File: config.mk
export PLATFORM = sky130hd
export DESIGN_NAME = gray_sync_decoder
export DESIGN_NICKNAME = d
export VERILOG_FILES = /design/src/rtl/gray_pkg.sv /design/src/rtl/sync_chain.sv /design/src/rtl/gray_sync_decoder.sv
export SDC_FILE = /design/constraint.sdc
export NUM_CORES = 1
export LEC_CHECK = 0
export BUFFER_PORTS_ARGS = -buffer_cell sky130_fd_sc_hd__buf_2
export CORE_UTILIZATION = 50
export CTS_CLUSTER_SIZE = 16
export DETAILED_ROUTE_END_ITERATION = 10
export PLACE_DENSITY = 0.82
export SLEW_MARGIN = 20
export SYNTH_ARGS = -nofsm -noshare
export SYNTH_HDL_FRONTEND = slang
export SYNTH_HIERARCHICAL = 1
export SYNTH_SLANG_ARGS = --single-unit
File: constraint.sdc
create_clock -name clk -period 2.1 [get_ports clk]
set_input_delay 0.21 -clock clk [delete_from_list [all_inputs] [get_ports clk]]
set_output_delay 0.21 -clock clk [all_outputs]
set_load 0.02 [all_outputs]
File: src/rtl/gray_pkg.sv
// Shared types and helpers for the Gray-code receive path.
// Holds the decoder state encoding and the Gray-to-binary conversion.
package gray_pkg;

  typedef enum logic [1:0] {
    INIT,
    LOCKED,
    RESYNC
  } state_t;

  localparam int MAX_W = 32;
  localparam logic [MAX_W-1:0] ONES = '1;

  // Callers zero-extend to MAX_W and truncate back to their width.
  function automatic logic [MAX_W-1:0] gray2bin(
    input logic [MAX_W-1:0] g
  );
    logic [MAX_W-1:0] b;
    b[MAX_W-1] = g[MAX_W-1];
    for (int i = MAX_W-2; i >= 0; i--) begin
      b[i] = b[i+1] ^ g[i];
    end
    return b;
  endfunction

endpackage

File: src/rtl/sync_chain.sv
// Multi-flop synchronizer for a Gray-coded bus.
// Kept as its own module so CDC constraints can target it directly.
module sync_chain #(
  parameter int WIDTH  = 4,
  parameter int STAGES = 2
) (
  input  logic             clk,
  input  logic             rst,
  input  logic [WIDTH-1:0] d,
  output logic [WIDTH-1:0] q
);

  logic [WIDTH-1:0] s [STAGES];

  always_ff @(posedge clk or posedge rst) begin
    if (rst) begin
      for (int k = 0; k < STAGES; k++) begin
        s[k] <= '0;
      end
    end else begin
      s[0] <= d;
      for (int k = 1; k < STAGES; k++) begin
        s[k] <= s[k-1];
      end
    end
  end

  assign q = s[STAGES-1];

endmodule

File: src/rtl/gray_sync_decoder.sv
// Synchronizes a Gray count, converts it to binary and checks that
// every observed change is a +1 step, counting violations.
module gray_sync_decoder
  import gray_pkg::*;
#(
  parameter int N           = 4,
  parameter int SYNC_STAGES = 2,
  parameter int ERR_CNT_W   = 8
) (
  input  logic                 clk,
  input  logic                 rst,
  input  logic [N-1:0]         gray_in,
  input  logic                 clr_err,
  output logic [N-1:0]         bin_out,
  output logic                 bin_valid,
  output logic                 wrap,
  output logic                 step_err,
  output logic [ERR_CNT_W-1:0] err_cnt,
  output logic                 locked
);

  localparam int FW = $clog2(SYNC_STAGES + 1);
  localparam logic [N-1:0] ALL_ONES = ONES[N-1:0];
  localparam logic [ERR_CNT_W-1:0] ERR_MAX = '1;

  state_t state, state_d;

  logic [FW-1:0]        fill, fill_d;
  logic [N-1:0]         gs, gs_q, nb, bin_d;
  logic [ERR_CNT_W-1:0] cnt_d;
  logic                 valid_d, wrap_d, err_d, locked_d;
  logic                 changed, step_ok;

  sync_chain #(
    .WIDTH  (N),
    .STAGES (SYNC_STAGES)
  ) u_sync (
    .clk (clk),
    .rst (rst),
    .d   (gray_in),
    .q   (gs)
  );

  assign nb      = N'(gray2bin(MAX_W'(gs)));
  assign changed = (gs != gs_q);
  assign step_ok = (nb == N'(bin_out + 1));

  always_comb begin
    state_d  = state;
    fill_d   = fill;
    bin_d    = bin_out;
    valid_d  = 1'b0;
    wrap_d   = 1'b0;
    err_d    = 1'b0;
    locked_d = locked;
    cnt_d    = err_cnt;
    unique case (state)
      INIT: begin
        if (fill == FW'(SYNC_STAGES)) begin
          bin_d    = nb;
          locked_d = 1'b1;
          state_d  = LOCKED;
        end else begin
          fill_d = fill + FW'(1);
        end
      end
      LOCKED: begin
        if (changed) begin
          bin_d   = nb;
          valid_d = 1'b1;
          if (step_ok) begin
            wrap_d = (bin_out == ALL_ONES);
          end else begin
            err_d    = 1'b1;
            locked_d = 1'b0;
            state_d  = RESYNC;
            if (err_cnt != ERR_MAX) begin
              cnt_d = err_cnt + ERR_CNT_W'(1);
            end
          end
        end
      end
      RESYNC: begin
        if (changed) begin
          bin_d    = nb;
          valid_d  = 1'b1;
          locked_d = 1'b1;
          state_d  = LOCKED;
        end
      end
      default: state_d = INIT;
    endcase
    // Clear takes priority over a same-cycle error increment.
    if (clr_err) begin
      cnt_d = '0;
    end
  end

  always_ff @(posedge clk or posedge rst) begin
    if (rst) begin
      state     <= INIT;
      fill      <= '0;
      gs_q      <= '0;
      bin_out   <= '0;
      bin_valid <= 1'b0;
      wrap      <= 1'b0;
      step_err  <= 1'b0;
      err_cnt   <= '0;
      locked    <= 1'b0;
    end else begin
      state     <= state_d;
      fill      <= fill_d;
      gs_q      <= gs;
      bin_out   <= bin_d;
      bin_valid <= valid_d;
      wrap      <= wrap_d;
      step_err  <= err_d;
      err_cnt   <= cnt_d;
      locked    <= locked_d;
    end
  end

endmodule
# Word level (Yosys, flattened, before mapping)
# Index checks and enable logic that the tools add are counted.
# Widths: inputs -> output; s select.
dict set report totals {
  register_bits 32
  in_bits 7
  out_inout_bits 16
  elab_cells 69
}
dict set report op_classes {
  n_addsub 3
  n_eq_ne 13
  n_mux 26
  bitwise 4
  reduce_logical 12
}
# cell n
set ops {}
lappend ops {{$mux 8} 5}
lappend ops {{$mux 1} 12}
lappend ops {{$ne 2x2->1 const B} 5}
lappend ops {{$add 8x1->8 const B} 1}
lappend ops {{$mux 2} 4}
lappend ops {{$mux 4} 2}
lappend ops {{$ne 8x8->1 const B} 1}
lappend ops {{$pmux 4 s2} 1}
lappend ops {{$reduce_and 4->1} 2}
lappend ops {{$reduce_bool 2->1} 4}
lappend ops {{$pmux 2 s3} 1}
lappend ops {{$reduce_and 5->1} 1}
lappend ops {{$add 4x1->4 const B} 1}
lappend ops {{$eq 2x2->1 const B} 2}
lappend ops {{$eq 4x4->1} 1}
lappend ops {{$eq 4x4->1 const B} 1}
lappend ops {{$ne 4x4->1} 1}
lappend ops {{$pmux 1 s3} 1}
lappend ops {{$reduce_and 3->1} 1}
lappend ops {{$reduce_bool 3->1} 1}
lappend ops {{$xor 1x1->1} 3}
lappend ops {{$add 2x1->2 const B} 1}
lappend ops {{$eq 2x1->1 const B} 1}
lappend ops {{$logic_not 2->1} 1}
lappend ops {{other kinds (4)} 4}

# Longest topological paths before layout
# Gate-level depths: netlist of run 1.
dict set report depth {
  word_depth 8
  ltp_mapped 7
  mapped_depth_nobuf 7
}

# Modules after synthesis
# Netlist of run 1, hierarchy kept.
# module instances cells_each area_per_inst_um2 seq_area_each_um2
set by_module_without_submodules {}
lappend by_module_without_submodules {gray_sync_decoder 1 125 1312.5 600.6}
lappend by_module_without_submodules {sync_chain 1 13 234.0 200.2}

# Worst setup path before layout of run 1
# OpenSTA, ideal clock, no wires.
dict set report synth_timing {
  kind {register to register}
  startpoint {register u_sync.s, in the netlist u_sync/q[3]}
  endpoint {register err_cnt[5]}
  setup_time_ps 128
  t_arrival_ps 2023
  required_ps 1972
  setup_slack_ps -50
  path_stages_with_launch 7
  path_buffers 1
  synth_period_minus_slack_ps 2150
  cell_sequence {dfrtp_1 > buf_4 > xor3_2 > or3_4 > a211oi_4 > nor4_1 > mux2_1}
}
dict set report synth_between {
  elab_chain_len 6
  elab_cells_between_ends 8
  cone_classes {eq/ne: 3; bitwise: 3; reduce/logical: 2}
}
# item line
set synth_rtl {}
lappend synth_rtl {{start: declaration} sync_chain.sv:13} ;# logic [WIDTH-1:0] s [STAGES];
lappend synth_rtl {{start signal: indexed assignment} sync_chain.sv:23} ;# s[k] <= s[k-1];
lappend synth_rtl {{$xor 1x1->1 (3 in series)} gray_pkg.sv:21} ;# b[i] = b[i+1] ^ g[i];
lappend synth_rtl {{$eq 4x4->1} gray_sync_decoder.sv:46} ;# assign step_ok = (nb == N'(bin_out + 1));
lappend synth_rtl {{$ne 2x2->1 (no line)} --}
lappend synth_rtl {{$reduce_and 4->1 (no line) *} --}
lappend synth_rtl {{end signal: assignment} gray_sync_decoder.sv:118} ;# err_cnt <= cnt_d;
lappend synth_rtl {{end: declaration} gray_sync_decoder.sv:18} ;# output logic [ERR_CNT_W-1:0] err_cnt,
# Every way passes the cells marked *; elsewhere a longest branch is shown, timed or not.
# A chain may end at the register's enable or synchronous reset.

# Worst setup path in the final report of run 1
dict set report layout_timing {
  startpoint {register u_sync.s, in the netlist u_sync/q[3]}
  endpoint {register err_cnt[6]}
}
# The elaborated chain is that of the path after synthesis.

==> results.sh, run 1 <==
export IMPL_die_y_um=57.62
export IMPL_grt_setup_unrepaired="yes"
export IMPL_cts_sinks=32
export IMPL_worstSetupEndpointType="flop"
export IMPL_synth_commonest_cells="dfrtp_1 (32), a21oi_1 (11), xnor2_1 (10), nor2_1 (9), o21ai_0 (8)"
export IMPL_grt_pass1_wl_mm=4.933
export IMPL_clkTransAtPathRegs_ns=0.10
export IMPL_p_sw_uw=783.7
export IMPL_cts_tree="yes"
export IMPL_antenna_cells=0
export IMPL_htreeDepth=2
export IMPL_cts_root_buf="clkbuf_4"
export IMPL_gp_congestion=0.8374
export IMPL_dp_slack_ns=-0.01214
export IMPL_ys_top_cells_by_area="dfrtp_1 (52%), ha_1 (5.7%), xnor2_1 (5.7%)"
export IMPL_drc=0
export IMPL_slew_headroom_pct=70.08
export IMPL_vias_per_cell=5.383
export IMPL_dr_pass1_iters=4
export IMPL_power_uw=2025
export IMPL_dp_hpwl_mm=2.066
export IMPL_whs_path_depth=2
export IMPL_r2r_setup_slack_ns=0.003
export IMPL_syn_num_nets=152
export IMPL_syn_area_sq_um=1546
export IMPL_final_area_sq_um=1833
export IMPL_netlist_instances=138
export IMPL_min_period_ns=2.097
export IMPL_clock_latency_ns=0.34
export IMPL_dieArea_sq_um=3319
export IMPL_yosys_area_top_type="dfrtp_1"
export IMPL_crit_arrival_ns=2.32
export IMPL_crit_type="reg2reg"
export IMPL_drive_above_1_share_pct=29.14
export IMPL_cts_inserted_buffers=5
export IMPL_initialDrtViolationCount=44
export IMPL_hold_path_class="in2reg"
export IMPL_ys_seq_area_share_pct=51.78
export IMPL_hp_start="clr_err"
export IMPL_grt_pass1_vias=1124
export IMPL_avgSynthCellArea_sq_um=11.21
export IMPL_max_freq_mhz=476.9
export IMPL_powerDensity_nw_per_um2=1105
export IMPL_initial_core_util_pct=54.21
export IMPL_fin_util_pct=64.25
export IMPL_vias=1109
export IMPL_rows=19
export IMPL_cts_buffer_depth=2
export IMPL_grt_max_degree=25
export IMPL_setup_ws_ns=0.003050
export IMPL_ys_warn_count=6
export IMPL_ys_ff_latch=32
export IMPL_synth_ff_type="dfrtp_1"
export IMPL_worstPathRequired_ns=2.33
export IMPL_skew_ns=0.005413
export IMPL_ant_nets=0
export IMPL_holdPathEnd="err_cnt[4]$_DFFE_PP0P_"
export IMPL_maxCapViolCount=0
export IMPL_synth_top_area_share_pct=51.78
export IMPL_antenna_found_initial=0
export IMPL_p_leak_uw=0.0008591
export IMPL_grtUsageTotal_pct=20.50
export IMPL_synth_most_common_cell="dfrtp_1"
export IMPL_path_max_fanout=5
export IMPL_area_growth_pct=18.53
export IMPL_start_kind="flop"
export IMPL_core_area_sq_um=2853
export IMPL_detailed_place_area_sq_um=1707
export IMPL_pwr_share_seq_pct=40.2
export IMPL_p_clk_share_pct=18.1
export IMPL_ir_worst_vdd_uv=628.5
export IMPL_wl_mm=2.925
export IMPL_rr_endpoint="err_cnt[6]$_DFFE_PP0P_"
export IMPL_final_hold_violation_count=0
export IMPL_outcome="finished clean"
export IMPL_die_x_um=57.62
export IMPL_overflow=0
export IMPL_slew_violations=0
export IMPL_reg2reg_depth=5
export IMPL_sw_frac_of_total_pct=38.70
export IMPL_synth_cell_type_count=33
export IMPL_intPower_uw=1241
export IMPL_r2r_start="u_sync/q[3]$_DFF_PP0_"
export IMPL_layout_nets=188
export IMPL_setup_viol=0
export IMPL_io_pins=23
export IMPL_worst_slew_pin_slew_ns=0.4468
export IMPL_synth_edf_count=0
export IMPL_comb_power_share_pct=41.7
export IMPL_async_flop_share_pct=100.0
export IMPL_portBuffers=22
export IMPL_wl_per_cell_um=14.20
export IMPL_period_share_pct=99.85
[metrics by stage]
stage	setup TNS (ns)	instances	hold WS, ns
finish	0	206	0.1489
global route	-0.3477	206	0.1355
CTS	-0.03669	205	0.1368
detailed placement	-0.01214	192	0.1685
global placement	0	192	0.1592
floorplan	-0.08701	138	0.02566
[cells in the final DEF (no fill, tap or decap), types with 3 or more instances in the layout]
master         instances
o21ai_0                8
nor2_1                 9
dfrtp_1               32
dlygate4sd3_1          5
buf_4                  8
inv_1                  7
a21oi_1               10
buf_2                 22
nor2b_1                3
clkbuf_4               5
ha_1                   7
nand2_1                5
mux2_2                 3
xnor2_1               10
o31ai_1                3
nand3_1                7
[worst max-delay path: stages, from the launching register on]
cell      delay [ns]
dfrtp_1         0.36
xor3_2          0.48
or3_4           0.39
a211oi_4        0.32
nor3b_1         0.11
mux2_1          0.33
[state kept, by name, indices dropped and copies added, names as in the netlist]
| signal | count |
|---|---|
| wrap | 1 |
| u_sync/s | 4 |
| gs_q | 4 |
| bin_out | 4 |
| bin_valid | 1 |
| step_err | 1 |
| state | 2 |
| u_sync/q | 4 |
| locked | 1 |
| fill | 2 |
| err_cnt | 8 |
[worst max-delay path by stage]
stage                      startpoint                     end  cells past startpoint
2_1_floorplan   u_sync/q[3]$_DFF_PP0_  err_cnt[5]$_DFFE_PP0P_                      6
3_3_place_gp   bin_out[0]$_DFFE_PP0P_  err_cnt[4]$_DFFE_PP0P_                      7
3_5_place_dp   bin_out[0]$_DFFE_PP0P_  err_cnt[4]$_DFFE_PP0P_                      7
4_1_cts         u_sync/q[3]$_DFF_PP0_  err_cnt[5]$_DFFE_PP0P_                      5
5_1_grt        bin_out[0]$_DFFE_PP0P_  err_cnt[4]$_DFFE_PP0P_                      7
6_report        u_sync/q[3]$_DFF_PP0_  err_cnt[6]$_DFFE_PP0P_                      5
[repair_timing]
action,in CTS,in global routing
hold endpoints to repair,36,0
resized for setup,2,0
pin swaps,2,1
hold buffers,5,0
buffers inserted,0,1
setup endpoints to repair,1,10
cloned,0,0
[power groups by stage]
stage,Combinational [uW],Sequential (uW),Clock (uW)
final,844,814,367
after global routing,925,828,413
after CTS,841,815,381
after detailed placement,823,826,0
after global placement,782,816,0
after floorplan,490,909,0
[final cells by class]
type                            count  area (sq um)
Fill cell                         244          1020
Sequential cell                    32         800.8
Clock inverter                      2         10.01
Timing Repair Buffer               36         231.5
Clock buffer                        6         51.30
Multi-Input combinational cell     92         674.4
Inverter                            7         26.28
Tap cell                           31         38.79
[cell families after synthesis]
logic type / after synthesis / synth area share (%)
mux: 6 / 4.288
fa+ha+maj: 7 / 5.663
simple gates: 41 / 15.05
compound gates: 25 / 9.952
flops: 32 / 51.78
xor+xnor: 13 / 8.414
buf+inv: 14 / 4.855
[metal layers]
layer	vias to the layer above	routed length [um]	part of all wire [%]	track usage [%]
met1	528	1283	44	25.00
met2	28	1433	49	32.39
met4	0	38	1.3	7.666
met3	6	168	5.7	8.929
li1	547	-	-	-
met5	-	0	0	0
Power figures use the tool's default switching activity.
==> run 2, diff against run 1 <==
- CORE_ASPECT_RATIO: not set -> 0.6
- REMOVE_ABC_BUFFERS: not set -> 1
==> run 2 against run 1 <==
Effect of this change:
- the run now ends with setup timing left
- clock power increased by 77%
- critical path depth unchanged
- count of clock-buffer cells in the layout grew 1
- final cell count is 4.4% higher
- flip-flop and latch count unchanged
- via count is 2.7% higher
- sequential power is 0.5% higher
- total power increased by 19%
- critical path type unchanged
- critical endpoint is now err_cnt[5]$_DFFE_PP0P_
- largest cell class unchanged
- highest routed layer unchanged
==> results.sh, run 2 (synthesized netlist as in run 1, its figures left out) <==
export IMPL_wl_mm=3.128
export IMPL_final_common_cell="dfrtp_1"
export IMPL_drc=0
export IMPL_vias=1139
export IMPL_dr_pass1_iters=4
export IMPL_critPathBufInv=0
export IMPL_ant_nets=0
export IMPL_skew_ns=0.003861
export IMPL_period_share_pct=101.4
export IMPL_final_cell_count_no_fill=215
export IMPL_io_pins=23
export IMPL_dp_cells=205
export IMPL_cts_tree="yes"
export IMPL_hold_path_class="in2reg"
export IMPL_drive_above_1_share_pct=35.84
export IMPL_outcome="complete, but fails checks"
export IMPL_area_growth_pct=25.40
export IMPL_maxCapViolCount=0
export IMPL_cts_inserted_buffers=5
export IMPL_cts_buffer_depth=2
export IMPL_p_leak_uw=0.0008960
export IMPL_portBuffers=22
export IMPL_clkTransAtPathRegs_ns=0.07
export IMPL_rows=15
export IMPL_wl_per_cell_um=14.55
export IMPL_core_area_sq_um=2909
export IMPL_die_x_um=73.80
export IMPL_grtUsageTotal_pct=20.83
export IMPL_fin_setup_tns_ns=-0.03042
export IMPL_worstSetupEndpointType="flop"
export IMPL_overflow=0
export IMPL_htreeDepth=2
export IMPL_gp_congestion=0.7788
export IMPL_critPathTopFamily="simple AND/OR/NAND/NOR gates"
export IMPL_clock_latency_ns=0.29
export IMPL_die_y_um=45.08
export IMPL_fill_cells=246
export IMPL_critPathSlowestCell="xor3_2"
export IMPL_layout_nets=186
export IMPL_powerDensity_nw_per_um2=1238
export IMPL_crit_arrival_ns=2.30
export IMPL_critPathMaxStageDelay_ns=0.42
export IMPL_slew_violations=0
export IMPL_setup_viol=2
export IMPL_ir_worst_vdd_uv=759.9
export IMPL_worst_slew_pin_slew_ns=0.4875
export IMPL_grt_pass1_vias=1051
export IMPL_worstPathRequired_ns=2.27
export IMPL_max_freq_mhz=469.6
export IMPL_initialDrtViolationCount=77
export IMPL_initial_core_util_pct=53.16
export IMPL_dp_hpwl_mm=2.176
export IMPL_crit_path_cell_trace="xor3_2 > or3_4 > a211oi_4 > nor4_1 > mux2_1"
export IMPL_failed_checks="setup timing"
export IMPL_antenna_found_initial=0
export IMPL_setup_ws_ns=-0.02931
export IMPL_min_period_ns=2.129
export IMPL_dieArea_sq_um=3327
export IMPL_final_hold_violation_count=0
export IMPL_top_register="err_cnt"
export IMPL_slew_headroom_pct=67.35
export IMPL_cts_sinks=32
export IMPL_power_uw=2401
export IMPL_crit_type="reg2reg"
export IMPL_path_max_fanout=5
export IMPL_cts_root_buf="clkbuf_8"
export IMPL_final_cell_mix="dfrtp_1 (32), buf_2 (22), a21oi_1 (10), buf_4 (10), nor2_1 (9)"
export IMPL_grt_max_degree=25
export IMPL_antenna_cells=0
export IMPL_grt_setup_unrepaired="yes"
export IMPL_largest_reg_flops=8
export IMPL_vias_per_cell=5.298
export IMPL_fin_util_pct=66.67
export IMPL_start_kind="flop"
export IMPL_grt_pass1_wl_mm=4.871
==> run 2: cell count changes in the layout (fill, tap and decap cells not counted), moves of 3 or more <==
cell / change
clkbuf_8: +6
clkbuf_4: -5
dlygate4sd3_1: -4
xnor2_1: -3
xnor2_2: +3
==> run 2: per-layer routing <==
layer,vias up,wire (um),global-route usage (%),part of all wire [%]
met5,-,0,0,0
met4,0,63,7.692,2.0
met3,7,129,6.473,4.1
met2,28,1552,32.84,50
met1,565,1383,27.55,44
li1,539,-,-,-
==> run 2: area by class of cell <==
| cell class | instances | area, sq um | share of cell area (%) |
|---|---|---|---|
| inverter | 7 | 26.28 | 1.355 |
| clock inverter | 1 | 30.03 | 1.548 |
| multi-input combinational | 92 | 726.9 | 37.48 |
| tap | 42 | 52.55 | 2.710 |
| timing repair buffer | 34 | 206.4 | 10.65 |
| clock buffer | 7 | 96.34 | 4.968 |
| sequential | 32 | 800.8 | 41.29 |
==> run 2: what timing repair did <==
item | CTS | global route
buffers inserted | 0 | 1
endpoints found under the hold margin | 32 | 0
endpoints found under the setup margin | 1 | 6
hold buffers | 1 | 0
resized for setup | 3 | 8
cloned | 0 | 0
pin swaps | 1 | 2
==> run 2: worst paths after layout <==
check / start / end / slack (ns) / cells past startpoint
max reg2reg: u_sync/q[2]$_DFF_PP0_ / err_cnt[5]$_DFFE_PP0P_ / -0.03 / 5
min reg2reg: u_sync/s[5]$_DFF_PP0_ / u_sync/q[1]$_DFF_PP0_ / 0.35 / 0
min: gray_in[3] / u_sync/s[7]$_DFF_PP0_ / 0.02 / 1
max in group asynchronous: rst / step_err$_DFF_PP0_ / 1.36 / 4
max: u_sync/q[2]$_DFF_PP0_ / err_cnt[5]$_DFFE_PP0P_ / -0.03 / 5
min in group asynchronous: rst / u_sync/s[7]$_DFF_PP0_ / 0.41 / 3
==> run 2: worst register-to-register path: stages, from the launching register on <==
cell,delay (ns)
dfrtp_1,0.40
xor3_2,0.42
or3_4,0.40
a211oi_4,0.33
nor4_1,0.14
mux2_1,0.33
==> run 2: where the power goes <==
part / total, uW / internal, uW / leakage (uW) / switching [uW]
logic: 933 / 403 / 0.000439 / 530
registers: 818 / 724 / 0.000393 / 94.2
clock network: 649 / 418 / 0.0000645 / 231
==> run 2: per-stage QoR <==
step | worst slack (ns) | instance area (sq um) | hold slack (ns)
6_report | -0.02931 | 1939 | 0.02457
3_3_place_gp | 0.04838 | 1735 | 0.1578
3_5_place_dp | -0.03280 | 1735 | 0.1839
5_1_grt | -0.08310 | 1939 | 0.01958
4_1_cts | 0.0006688 | 1882 | 0.02287
2_1_floorplan | -0.2351 | 1498 | 0.02566
